## src/rtl/counter_seq_ctrl_pkg.sv

```systemverilog
`default_nettype none
// ============================================================================
// Module      : counter_seq_ctrl_pkg
// Description : Shared definitions for the counter sequencer: FSM state
//               encoding, count-direction encoding, the latched run
//               configuration record and a small state-decode helper.
// Revision    : 1.0 - initial release
// ============================================================================
package counter_seq_ctrl_pkg;

    // Sequencer states (2-bit encoding)
    localparam logic [1:0] c_IDLE   = 2'd0;
    localparam logic [1:0] c_RUN    = 2'd1;
    localparam logic [1:0] c_PAUSED = 2'd2;
    localparam logic [1:0] c_DONE   = 2'd3;

    // Count direction
    localparam logic c_DIR_UP   = 1'b0;
    localparam logic c_DIR_DOWN = 1'b1;

    // Run configuration captured on an accepted start
    typedef struct packed {
        logic dir;
        logic auto_reload;
    } run_cfg_t;

    // A run is in progress (counting or paused)
    function automatic logic is_busy(input logic [1:0] st);
        return (st == c_RUN) || (st == c_PAUSED);
    endfunction

endpackage : counter_seq_ctrl_pkg
`default_nettype wire

```

## src/rtl/counter_seq_ctrl_core.sv

```systemverilog
`default_nettype none
// ============================================================================
// Module      : counter_core
// Description : WIDTH-bit synchronous counter register. Load has priority
//               over enable; enable steps by one in the direction given by
//               i_dir, wrapping modulo 2^WIDTH. No control logic.
// Ports       : clk, rst        - clock, synchronous active-high reset
//               i_load, i_load_val - parallel load
//               i_en, i_dir     - step enable and direction
//               o_count         - registered counter value
// Revision    : 1.0 - initial release
// ============================================================================
module counter_core
    import counter_seq_ctrl_pkg::*;
#(
    parameter int WIDTH = 3
) (
    input  logic             clk,
    input  logic             rst,
    input  logic             i_load,
    input  logic [WIDTH-1:0] i_load_val,
    input  logic             i_en,
    input  logic             i_dir,
    output logic [WIDTH-1:0] o_count
);

    logic [WIDTH-1:0] r_count;

    always_ff @(posedge clk) begin
        if (rst) begin
            r_count <= '0;
        end else if (i_load) begin
            r_count <= i_load_val;
        end else if (i_en) begin
            if (i_dir == c_DIR_DOWN) begin
                r_count <= r_count - WIDTH'(1);
            end else begin
                r_count <= r_count + WIDTH'(1);
            end
        end
    end

    assign o_count = r_count;

endmodule : counter_core
`default_nettype wire

```

## src/rtl/counter_seq_ctrl.sv

```systemverilog
`default_nettype none
// ============================================================================
// Module      : counter_seq_ctrl
// Description : Run sequencer for the binary counter. Loads a start value,
//               steps up/down once per cycle until the latched terminal
//               value, then stops (one-shot) or reloads (auto-reload).
// Ports       : clk, rst         - clock, synchronous active-high reset
//               start, stop      - run request / abort
//               pause            - level hold of the count
//               dir, auto_reload, load_val, term_val - run configuration
//               count            - registered counter value
//               busy             - run in progress (RUN or PAUSED)
//               done             - one-cycle pulse per terminal hit
// Revision    : 1.0 - initial release
// ============================================================================
module counter_seq_ctrl
    import counter_seq_ctrl_pkg::*;
#(
    parameter int WIDTH = 3
) (
    input  logic             clk,
    input  logic             rst,
    input  logic             start,
    input  logic             stop,
    input  logic             pause,
    input  logic             dir,
    input  logic             auto_reload,
    input  logic [WIDTH-1:0] load_val,
    input  logic [WIDTH-1:0] term_val,
    output logic [WIDTH-1:0] count,
    output logic             busy,
    output logic             done
);

    logic [1:0]       r_state;
    run_cfg_t         r_cfg;
    logic [WIDTH-1:0] r_term;
    logic             r_done;

    logic             w_start_ok;
    logic             w_advance;
    logic             w_hit;
    logic             w_load;
    logic             w_en;

    // The cycle after a pause is released behaves like a normal RUN cycle
    // (step or terminal check), so each paused cycle costs exactly one cycle.
    always_comb begin
        w_start_ok = start && ((r_state == c_IDLE) || (r_state == c_DONE));
        w_advance  = is_busy(r_state) && !pause;
        w_hit      = (count == r_term);
        // Reload uses the live load_val, both on start and on auto-reload.
        w_load     = !stop && (w_start_ok || (w_advance && w_hit && r_cfg.auto_reload));
        w_en       = !stop && w_advance && !w_hit;
    end

    always_ff @(posedge clk) begin
        if (rst) begin
            r_state <= c_IDLE;
            r_cfg   <= '0;
            r_term  <= '0;
            r_done  <= 1'b0;
        end else begin
            r_done <= 1'b0;
            if (stop) begin
                r_state <= c_IDLE;
            end else if (w_start_ok) begin
                r_cfg.dir         <= dir;
                r_cfg.auto_reload <= auto_reload;
                r_term            <= term_val;
                r_state           <= c_RUN;
            end else if (is_busy(r_state)) begin
                if (pause) begin
                    r_state <= c_PAUSED;
                end else if (w_hit) begin
                    r_done  <= 1'b1;
                    r_state <= r_cfg.auto_reload ? c_RUN : c_DONE;
                end else begin
                    r_state <= c_RUN;
                end
            end
        end
    end

    counter_core #(
        .WIDTH (WIDTH)
    ) u_core (
        .clk        (clk),
        .rst        (rst),
        .i_load     (w_load),
        .i_load_val (load_val),
        .i_en       (w_en),
        .i_dir      (r_cfg.dir),
        .o_count    (count)
    );

    assign busy = is_busy(r_state);
    assign done = r_done;

endmodule : counter_seq_ctrl
`default_nettype wire

```

## config.mk

```make
export PLATFORM = sky130hd
export DESIGN_NAME = counter_seq_ctrl
export DESIGN_NICKNAME = d
export VERILOG_FILES = /design/src/rtl/counter_seq_ctrl_pkg.sv /design/src/rtl/counter_seq_ctrl_core.sv /design/src/rtl/counter_seq_ctrl.sv
export SDC_FILE = /design/constraint.sdc
export NUM_CORES = 1
export LEC_CHECK = 0
export CAP_MARGIN = 10
export CORE_AREA = 2 2 39 41
export DETAILED_ROUTE_END_ITERATION = 7
export DIE_AREA = 0 0 41 43
export PLACE_DENSITY = 0.81
export SKIP_LAST_GASP = 1
export SLEW_MARGIN = 25
export SYNTH_ARGS = -nofsm -noshare
export SYNTH_HDL_FRONTEND = slang
export SYNTH_SLANG_ARGS = --single-unit
```

## constraint.sdc

```tcl
create_clock -name clk -period 3.6 [get_ports clk]
set_clock_uncertainty 0.2 [all_clocks]
set_input_delay 0.72 -clock clk [delete_from_list [all_inputs] [get_ports clk]]
set_output_delay 0.72 -clock clk [all_outputs]
set_load 0.01 [all_outputs]
```

==> results.tsv <==
metric	value	unit
synth-seq-cells	11	
io_pins	18	
hold_viol_final	0	
final_max_slew_viol_count	0	
pre_cts_ws	969	ps
design.final.nets	98	
p_per_area	365	nW/um2
syn_avg_cell_area	9.63	um2
drt-total-wl	1.28	mm
start_util	43.9	%
crit_path_start_kind	flip-flop	
p_leak	0.000291	uW
synthCells	63	
area_growth	35.3	%
final_cells	99	
status	completed	
yosysWarnings	0	
die_w	41	um
critPathTopFamily	buffers and inverters	
min_period	2450	ps
drtIter0Drc	6	
antenna_found_initial	0	
min_period_over_period	68.1	%
wire_per_inst	12.9	um
core_area	1380	um2
dp_hpwl	974	um
synth_cell_type_count	25	
drv_cap	0	
rsz0062_at_grt	false	
die_h	43	um
dr.pass1.iters	5	
cts_tree	yes	
drive_above_1_share	13.3	%
required	2680	ps
grt_pass1_wl	1.94	mm
port_buffers	17	
via_count	533	
ir_worst_vdd	0.251	mV
crit_fanout	5	
dp_cells	95	
grt_pass1_vias	469	
path_clk_slew	80	ps
worst-path-buf-inv	2	
holdWs	332	ps
crit_slowest_cell	clkdlybuf4s50_1	
cts-root-buf	clkbuf_4	
synth_nets	77	
crit_type	flip-flop to output port	
cts_max_level	1	
ys_seq_area_share	36.3	%
numCtsBuffers	3	
tns	0	ps
grt_usage	16.5	%
cts.sinks	11	
cp_slowest_stage_delay	490	ps
setup_viol	0	
post_cts_resized	0	
worst_slack	1150	ps
critical_path_arrival	1530	ps
cts_buffer_depth	2	
drc_errors	0	
routabilityCongestion	0.769	
ant_nets	0	
fp-row-count	14	
fmax	408	MHz
end_kind	output port	
grt_start_max_net_pins	14	
diodes	0	
synth_area	607	um2
cts_setup_buffers	0	
overflow	0	
die_area	1760	um2
hold_buffers	0	
maxSlewHeadroom	57.9	%
hold_class	flip-flop to flip-flop	
clk_latency	270	ps
rrSetupSlack	1560	ps
vias_per_cell	5.38	
worst_slew_pin_slew	628	ps
critical_path.cell_chain	xnor2_2 > inv_2 > clkdlybuf4s50_1	
[cells in the final DEF, fill, tap and decap left out, drive strengths merged, types with 2 or more instances in the layout]
cell / netlist / final
clkdlybuf4s50: 0 / 17
dfxtp: 11 / 11
nor2: 10 / 10
mux2i: 7 / 7
inv: 5 / 5
xnor2: 5 / 5
nor3: 3 / 3
clkbuf: 1 / 3
nand3: 2 / 2
o21ai: 2 / 2
a21oi: 2 / 2
nand3b: 2 / 2
a211oi: 2 / 2
[power by group]
part	internal, uW	leakage [uW]	total, uW	switching [uW]
registers	129	0.0000899	137	7.75
clock network	41.1	0.0000177	86.9	45.8
logic	40.4	0.000184	75.7	35.3
[synthesized netlist by cell type]
cell type  instances  share of area, %
nand4b_1           1               1.4
nor4_1             1               1.0
nand2_1            1              0.62
or4_2              1               1.4
nor4b_2            1               2.5
a21oi_1            2               1.6
o21ai_0            2               1.6
fa_1               1               3.3
mux2i_1            7                12
nand3_1            2               1.6
nor3_1             3               2.5
nand3b_1           2               2.5
inv_2              1              0.62
nor3b_4            1               3.1
o21a_1             1               1.2
a211oi_1           2               2.5
xor2_1             1               1.4
inv_1              4               2.5
dfxtp_1           11                36
xnor2_2            1               2.7
xnor2_1            4               5.8
o311ai_2           1               2.7
a41oi_2            1               2.7
nor2_1            10               6.2
clkbuf_1           1              0.62
[registers in the layout, indices dropped and copies added (netlist names)]
signal	count
done	1
u_core.o_count	3
r_term	3
r_state	2
r_cfg	2
[stage by stage]
stage / power [uW] / cell area, um2 / utilization (%)
final: 299 / 821 / 59.3
after detailed placement: 215 / 793 / 57.3
after CTS: 300 / 821 / 59.3
after global routing: 314 / 821 / 59.3
after floorplan: 183 / 607 / -
after global placement: 213 / 793 / 57.3
[worst reg2reg max path, cell delays in order (launching register included)]
cell and delay [ps]:
dfxtp_1 380, xnor2_2 310, inv_2 90, nor3b_4 430, a41oi_2 150, mux2i_1 180, o311ai_2 210
[cell type report]
type | instances | area, um2
fillers | 122 | 563
repair buffers | 17 | 170
multi-input cells | 46 | 364
clock buffers | 3 | 22.5
inverters | 5 | 18.8
well taps | 16 | 20.0
clock inverters | 1 | 5.00
flip-flops and latches | 11 | 220
[cell families after synthesis]
family,share of synthesized area [%]
AND/OR/NAND/NOR,22.9
flip-flops,36.3
AO/OA/AOI/OAI,12.4
multiplexers,11.5
XOR/XNOR,9.90
buffers and inverters,3.71
adder cells (fa/ha/maj),3.30
[routing by layer]
| metal | global-route usage [%] | wire, um | vias to the layer above |
|---|---|---|---|
| li1 | - | - | 270 |
| met1 | 18.8 | 575 | 248 |
| met3 | 4.19 | 59 | 2 |
| met2 | 26.6 | 629 | 13 |
| met4 | 8.67 | 14 | 0 |
| met5 | 0 | 0 | - |
[worst paths after layout]
path / start / to / cells past startpoint
min: r_term[0] / r_term[0] / 2
min reg2reg: r_term[0] / r_term[0] / 2
max reg2reg: r_state[0] / u_core.o_count[2] / 6
max: r_state[0] / busy / 3
Power figures use the tool's default switching activity.
